===== src/rtl/fetch_unit_pkg.sv =====
// Shared types and constants for the instruction-fetch stage.
package fetch_unit_pkg;

  localparam int XLEN = 32;
  localparam logic [XLEN-1:0] PC_INC         = 32'd4;
  localparam logic [XLEN-1:0] HALT_INSTR_DEF = 32'h00000063;
  localparam logic [XLEN-1:0] NOP_INSTR_DEF  = 32'h00000013;

  typedef enum logic [1:0] {
    ST_RUN  = 2'd0,
    ST_HALT = 2'd1,
    ST_ERR  = 2'd2
  } fetch_state_e;

  // Counter increment that sticks at all-ones instead of wrapping.
  function automatic logic [XLEN-1:0] sat_inc(input logic [XLEN-1:0] v);
    logic [XLEN-1:0] r;
    if (v == {XLEN{1'b1}}) begin
      r = v;
    end else begin
      r = v + 32'd1;
    end
    return r;
  endfunction

endpackage


===== src/rtl/fetch_unit_pc_reg.sv =====
// Program counter register with redirect / hold / sequential-advance mux.
module fetch_unit_pc_reg
  import fetch_unit_pkg::*;
#(
  parameter logic [XLEN-1:0] RESET_PC = 32'h00000000
) (
  input  logic            clk,
  input  logic            rst_n,
  input  logic            load_i,
  input  logic [XLEN-1:0] load_pc_i,
  input  logic            advance_i,
  output logic [XLEN-1:0] pc_o
);

  logic [XLEN-1:0] pc_d;
  logic [XLEN-1:0] pc_q;

  // Next-PC selection: a redirect overrides the sequential advance.
  always_comb begin
    pc_d = pc_q;
    if (load_i) begin
      pc_d = load_pc_i;
    end else if (advance_i) begin
      pc_d = pc_q + PC_INC;
    end else begin
      pc_d = pc_q;
    end
  end

  // PC state register.
  always_ff @(posedge clk or negedge rst_n) begin
    if (!rst_n) begin
      pc_q <= RESET_PC;
    end else begin
      pc_q <= pc_d;
    end
  end

  assign pc_o = pc_q;

endmodule


===== src/rtl/fetch_unit.sv =====
// Fetch stage: owns the PC, registers {pc, instr, valid} toward decode,
// parks on the halt encoding and latches a sticky error on misaligned redirects.
module fetch_unit
  import fetch_unit_pkg::*;
#(
  parameter logic [XLEN-1:0] RESET_PC   = 32'h00000000,
  parameter logic [XLEN-1:0] HALT_INSTR = HALT_INSTR_DEF,
  parameter logic [XLEN-1:0] NOP_INSTR  = NOP_INSTR_DEF
) (
  input  logic            clk,
  input  logic            rst_n,
  input  logic            stall_i,
  input  logic            redirect_valid_i,
  input  logic [XLEN-1:0] redirect_pc_i,
  output logic [XLEN-1:0] imem_addr_o,
  input  logic [XLEN-1:0] imem_instr_i,
  output logic            if_valid_o,
  output logic [XLEN-1:0] if_pc_o,
  output logic [XLEN-1:0] if_instr_o,
  output logic            halted_o,
  output logic            misalign_err_o,
  output logic [XLEN-1:0] fetch_count_o
);

  fetch_state_e    state_d, state_q;
  logic            if_valid_d, if_valid_q;
  logic [XLEN-1:0] if_pc_d, if_pc_q;
  logic [XLEN-1:0] if_instr_d, if_instr_q;
  logic            halted_d, halted_q;
  logic            misalign_d, misalign_q;
  logic [XLEN-1:0] count_d, count_q;
  logic            pc_load_s;
  logic            pc_adv_s;
  logic            redir_bad_s;
  logic [XLEN-1:0] pc_s;

  fetch_unit_pc_reg #(.RESET_PC(RESET_PC)) u_pc_reg (
    .clk       (clk),
    .rst_n     (rst_n),
    .load_i    (pc_load_s),
    .load_pc_i (redirect_pc_i),
    .advance_i (pc_adv_s),
    .pc_o      (pc_s)
  );

  assign redir_bad_s = (redirect_pc_i[1:0] != 2'b00);

  // Next-state and next-output decode; redirect > stall > halt detect > fetch.
  always_comb begin
    state_d    = state_q;
    if_valid_d = if_valid_q;
    if_pc_d    = if_pc_q;
    if_instr_d = if_instr_q;
    halted_d   = halted_q;
    misalign_d = misalign_q;
    count_d    = count_q;
    pc_load_s  = 1'b0;
    pc_adv_s   = 1'b0;
    case (state_q)
      ST_RUN, ST_HALT: begin
        if (redirect_valid_i) begin
          if_valid_d = 1'b0;
          if_instr_d = NOP_INSTR;
          halted_d   = 1'b0;
          if (redir_bad_s) begin
            state_d    = ST_ERR;
            misalign_d = 1'b1;
          end else begin
            state_d   = ST_RUN;
            pc_load_s = 1'b1;
          end
        end else if (stall_i) begin
          if_valid_d = if_valid_q;
        end else if (state_q == ST_HALT) begin
          // Parked: the halt instruction was delivered once, now only bubbles.
          if_valid_d = 1'b0;
          if_instr_d = NOP_INSTR;
        end else if (imem_instr_i == HALT_INSTR) begin
          if_pc_d    = pc_s;
          if_instr_d = HALT_INSTR;
          if_valid_d = 1'b1;
          count_d    = sat_inc(count_q);
          state_d    = ST_HALT;
          halted_d   = 1'b1;
        end else begin
          if_pc_d    = pc_s;
          if_instr_d = imem_instr_i;
          if_valid_d = 1'b1;
          count_d    = sat_inc(count_q);
          pc_adv_s   = 1'b1;
        end
      end
      ST_ERR: begin
        if_valid_d = 1'b0;
        if_instr_d = NOP_INSTR;
      end
      default: begin
        state_d    = ST_ERR;
        if_valid_d = 1'b0;
        if_instr_d = NOP_INSTR;
        halted_d   = 1'b0;
      end
    endcase
  end

  // FSM state and registered outputs toward decode.
  always_ff @(posedge clk or negedge rst_n) begin
    if (!rst_n) begin
      state_q    <= ST_RUN;
      if_valid_q <= 1'b0;
      if_pc_q    <= 32'h00000000;
      if_instr_q <= NOP_INSTR;
      halted_q   <= 1'b0;
      misalign_q <= 1'b0;
      count_q    <= 32'h00000000;
    end else begin
      state_q    <= state_d;
      if_valid_q <= if_valid_d;
      if_pc_q    <= if_pc_d;
      if_instr_q <= if_instr_d;
      halted_q   <= halted_d;
      misalign_q <= misalign_d;
      count_q    <= count_d;
    end
  end

  assign imem_addr_o    = pc_s;
  assign if_valid_o     = if_valid_q;
  assign if_pc_o        = if_pc_q;
  assign if_instr_o     = if_instr_q;
  assign halted_o       = halted_q;
  assign misalign_err_o = misalign_q;
  assign fetch_count_o  = count_q;

endmodule


===== config.mk =====
export PLATFORM = sky130hd
export DESIGN_NAME = fetch_unit
export DESIGN_NICKNAME = d
export VERILOG_FILES = /design/src/rtl/fetch_unit_pkg.sv /design/src/rtl/fetch_unit_pc_reg.sv /design/src/rtl/fetch_unit.sv
export SDC_FILE = /design/constraint.sdc
export NUM_CORES = 1
export LEC_CHECK = 0
export BUFFER_PORTS_ARGS = -buffer_cell sky130_fd_sc_hd__buf_2
export CAP_MARGIN = 40
export CELL_PAD_IN_SITES_DETAIL_PLACEMENT = 2
export CELL_PAD_IN_SITES_GLOBAL_PLACEMENT = 2
export CORE_ASPECT_RATIO = 2
export CORE_MARGIN = 10
export CORE_UTILIZATION = 28
export CTS_BUF_LIST = sky130_fd_sc_hd__clkbuf_8
export CTS_CLUSTER_SIZE = 16
export DETAILED_ROUTE_END_ITERATION = 8
export GPL_TIMING_DRIVEN = 0
export PLACE_DENSITY = 0.8
export RECOVER_POWER = 25
export SLEW_MARGIN = 0
export SYNTH_ARGS = -nofsm -noshare
export SYNTH_HDL_FRONTEND = slang
export SYNTH_HIERARCHICAL = 1
export SYNTH_SLANG_ARGS = --single-unit

===== constraint.sdc =====
create_clock -name clk -period 2.9 [get_ports clk]
set_input_delay 0.145 -clock clk [delete_from_list [all_inputs] [get_ports clk]]
set_output_delay 0.145 -clock clk [all_outputs]
set_load 0.02 [all_outputs]

==> impl_metrics.tcl <==
set metrics [dict create \
    power_per_cell_area_nw_per_um2 493 \
    synth_top_area_share_pct 53.9 \
    die_y_um 227 \
    maxUsedRoutingLayer "met4" \
    drive_above_1_share_pct 31.7 \
    drc 0 \
    synth-seq-cells 132 \
    ir_worst_vdd_v 0.000257 \
    start_util_pct 28.5 \
    maxSlewHeadroom_pct -10.7 \
    crit_top_cell "or4_4" \
    via_count 6010 \
    num-nets-final 956 \
    clkLatencyLatePin_ns 0.47 \
    fin_ws_ns 0.0268 \
    path_cells "or4_4 -> buf_8 -> nor2_4 -> buf_8 -> nand4_1 -> buf_6 -> or4_4 -> or4_4 -> a31oi_4" \
    hold_viol 0 \
    cts_tree "done" \
    clk_path_buf_depth 2 \
    dr_wl_met3_um 1490 \
    hp-class "input port to register" \
    setup_viol 0 \
    finalSetupTns_ns 0 \
    dp_slack_ns -0.631 \
    fmax_mhz 348 \
    crit_slowest_cell "or4_4" \
    critical_path_required_ns 3.28 \
    startpoint_type "register" \
    violations "max-capacitance violations, max-slew violations" \
    synth_area_leaders "dfrtp_1, nand2_1, a22o_1, xor2_1, xnor2_1" \
    max_cap_viol_count 1 \
    dieWidth_um 123 \
    synth_edf_count 0 \
    overflow 0 \
    layout_min_cycle_time_ns 2.87 \
    cpLargestDelayFamily "simple AND/OR/NAND/NOR gates" \
    rows 75 \
    critPathKind "register to register" \
    avgSynthCellArea_um2 10.2 \
    wl_met2_um 15300 \
    die-area_um2 28000 \
    first_global_vias 7037 \
    endpoint_kind "register" \
    ys_async_sr_fraction_pct 100 \
    synth_cell_types 58 \
    grt_pass1_wl_um 42400 \
    cts.sinks 132 \
    wl_met1_um 9490 \
    root_buffer "clkbuf_8" \
    cp_num_buf_inv 3 \
    slew_viol_final 61 \
    drt-total-wl_um 27500 \
    dp_hpwl_um 18600 \
    clk_pin_slew_ns 0.09 \
    outcome "finished, violations left" \
    grt_max_degree 73 \
    cts_made_buffers 17 \
    htreeDepth 4 \
    post-route-util_pct 40.9 \
    drt_iter0_markers 335 \
    power.leakage_nw 4.31 \
    portBuffers 198 \
    netlist_area_um2 5990 \
    ys_seq_area_share_pct 55.2 \
    gp_congestion 0.813 \
    post-route-period-util_pct 99.1 \
    critPathMaxFanout 6 \
    ios 199 \
    synth_fp_nets 659 \
    dr.pass1.iters 4 \
    syn2layout_area_growth_pct 43.4 \
    clock_skew_ns 0.0171 \
    yosysWarnings 6 \
    viasPerCell 5.14 \
    wire_per_inst_um 23.5 \
    ant_nets 0 \
    synth_ff_type "dfrtp_1" \
    antenna_found_initial 2 \
    core_area_um2 21000 \
    syn_inst 589 \
    rsz0062_at_grt "yes" \
    tightest_slew_ns 1.66 \
    synth.largest_area_cell "dfrtp_1" \
    slowest_delay_ns 0.56 \
    cp.arrival_ns 3.25 \
    track_usage_pct 20.0 \
]
==> what timing repair did <==
action / CTS / global route
setup buffers: 7 / 5
hold buffers: 67 / 0
gates resized for setup: 4 / 8
setup endpoints to repair: 19 / 12
endpoints found under the hold margin: 123 / 0
pin swaps: 1 / 8
==> final timing paths <==
kind / startpoint / end / slack (ns) / cells after the start
setup / recovery: state_q[1] / u_pc_reg/pc_o[25] / 0.03 / 9
hold / removal: stall_i / if_instr_o[4] / 0.13 / 3
min in group asynchronous: rst_n / if_instr_o[17] / 0.64 / 2
max in group asynchronous: rst_n / u_pc_reg/pc_o[29] / 1.11 / 3
setup reg to reg: state_q[1] / u_pc_reg/pc_o[25] / 0.03 / 9
hold reg to reg: if_pc_o[17] / if_pc_o[17] / 0.47 / 2
==> synthesized netlist by cell type (all sizes together), types with 2 or more instances <==
library cell	number
or4	20
and3	3
a22o	29
mux2	7
nand4	16
dfstp	3
nor3	13
dfrtp	129
ha	2
o31ai	12
nor4b	2
nand3	20
o32a	2
xnor2	17
inv	11
clkbuf	19
nor4	12
nand2b	3
xor2	22
a31oi	16
and4	4
o211ai	3
nor2	38
buf	8
and2	3
nand3b	2
o21ai	15
nand2	139
or2	3
nor3b	2
==> cells by family after synthesis <==
kind of cell	synth area share [%]
simple gates	23.8
flops	55.2
compound gates	10.4
xor+xnor	5.70
buf+inv	2.88
mux	1.54
fa+ha+maj	0.417
==> metal layers <==
| layer | track usage (%) | up-vias |
|---|---|---|
| met2 | 37.4 | 213 |
| met4 | 9.78 | 0 |
| li1 | - | 2687 |
| met1 | 19.5 | 3041 |
| met5 | 0 | - |
| met3 | 5.11 | 69 |
==> worst min-delay path, stage by stage <==
cell,delay (ns)
buf_2,0.14
nand2_1,0.12
o22a_1,0.16
==> flip-flops by register name (all words and copies together) (netlist names) <==
name / cells
if_pc_o: 32
fetch_count_o: 32
u_pc_reg/pc_o: 32
if_instr_o: 32
misalign_err_o: 1
if_valid_o: 1
state_q: 2
==> power by group <==
group          switching (mW)  internal (mW)
Clock                   0.834          0.853
Combinational           0.300          0.215
Sequential              0.120           1.92
==> cell usage in the layout, fill, tap and decap left out, types with 4 or more instances in the layout <==
cell type	count
buf_4	12
buf_2	199
or4_1	16
nand4_1	15
nand2_1	139
nor3_1	9
a22o_1	29
dlygate4sd3_1	67
clkbuf_1	18
or4_4	4
mux2_2	6
xor2_1	22
nor4_1	10
xnor2_1	17
clkbuf_8	17
inv_1	10
nor2_1	34
clkinvlp_4	5
o31ai_1	12
a31oi_1	15
dfrtp_1	129
o21ai_0	14
nand3_1	20
==> metrics by stage <==
stage                     std cells  instance area (um^2)  total power [mW]  hold slack, ns
after floorplan                 589                  6010              2.24          -0.151
final                          1170                  8600              4.24           0.129
after CTS                      1163                  8530              4.29          0.0866
after global placement         1056                  7340              2.50           0.354
after global routing           1170                  8600              4.44           0.133
after detailed placement       1058                  7380              2.52           0.191
==> final cells by class <==
| type | instances | area, um^2 |
|---|---|---|
| Antenna cell | 2 | 5.00 |
| Buffer | 26 | 143 |
| Clock buffer | 17 | 234 |
| Clock inverter | 15 | 181 |
| Fill cell | 2305 | 12400 |
| Inverter | 11 | 41.3 |
| Multi-Input combinational cell | 419 | 2560 |
| Sequential cell | 132 | 3310 |
| Tap cell | 269 | 337 |
| Timing Repair Buffer | 279 | 1790 |
(Power assumes the default switching activity.)
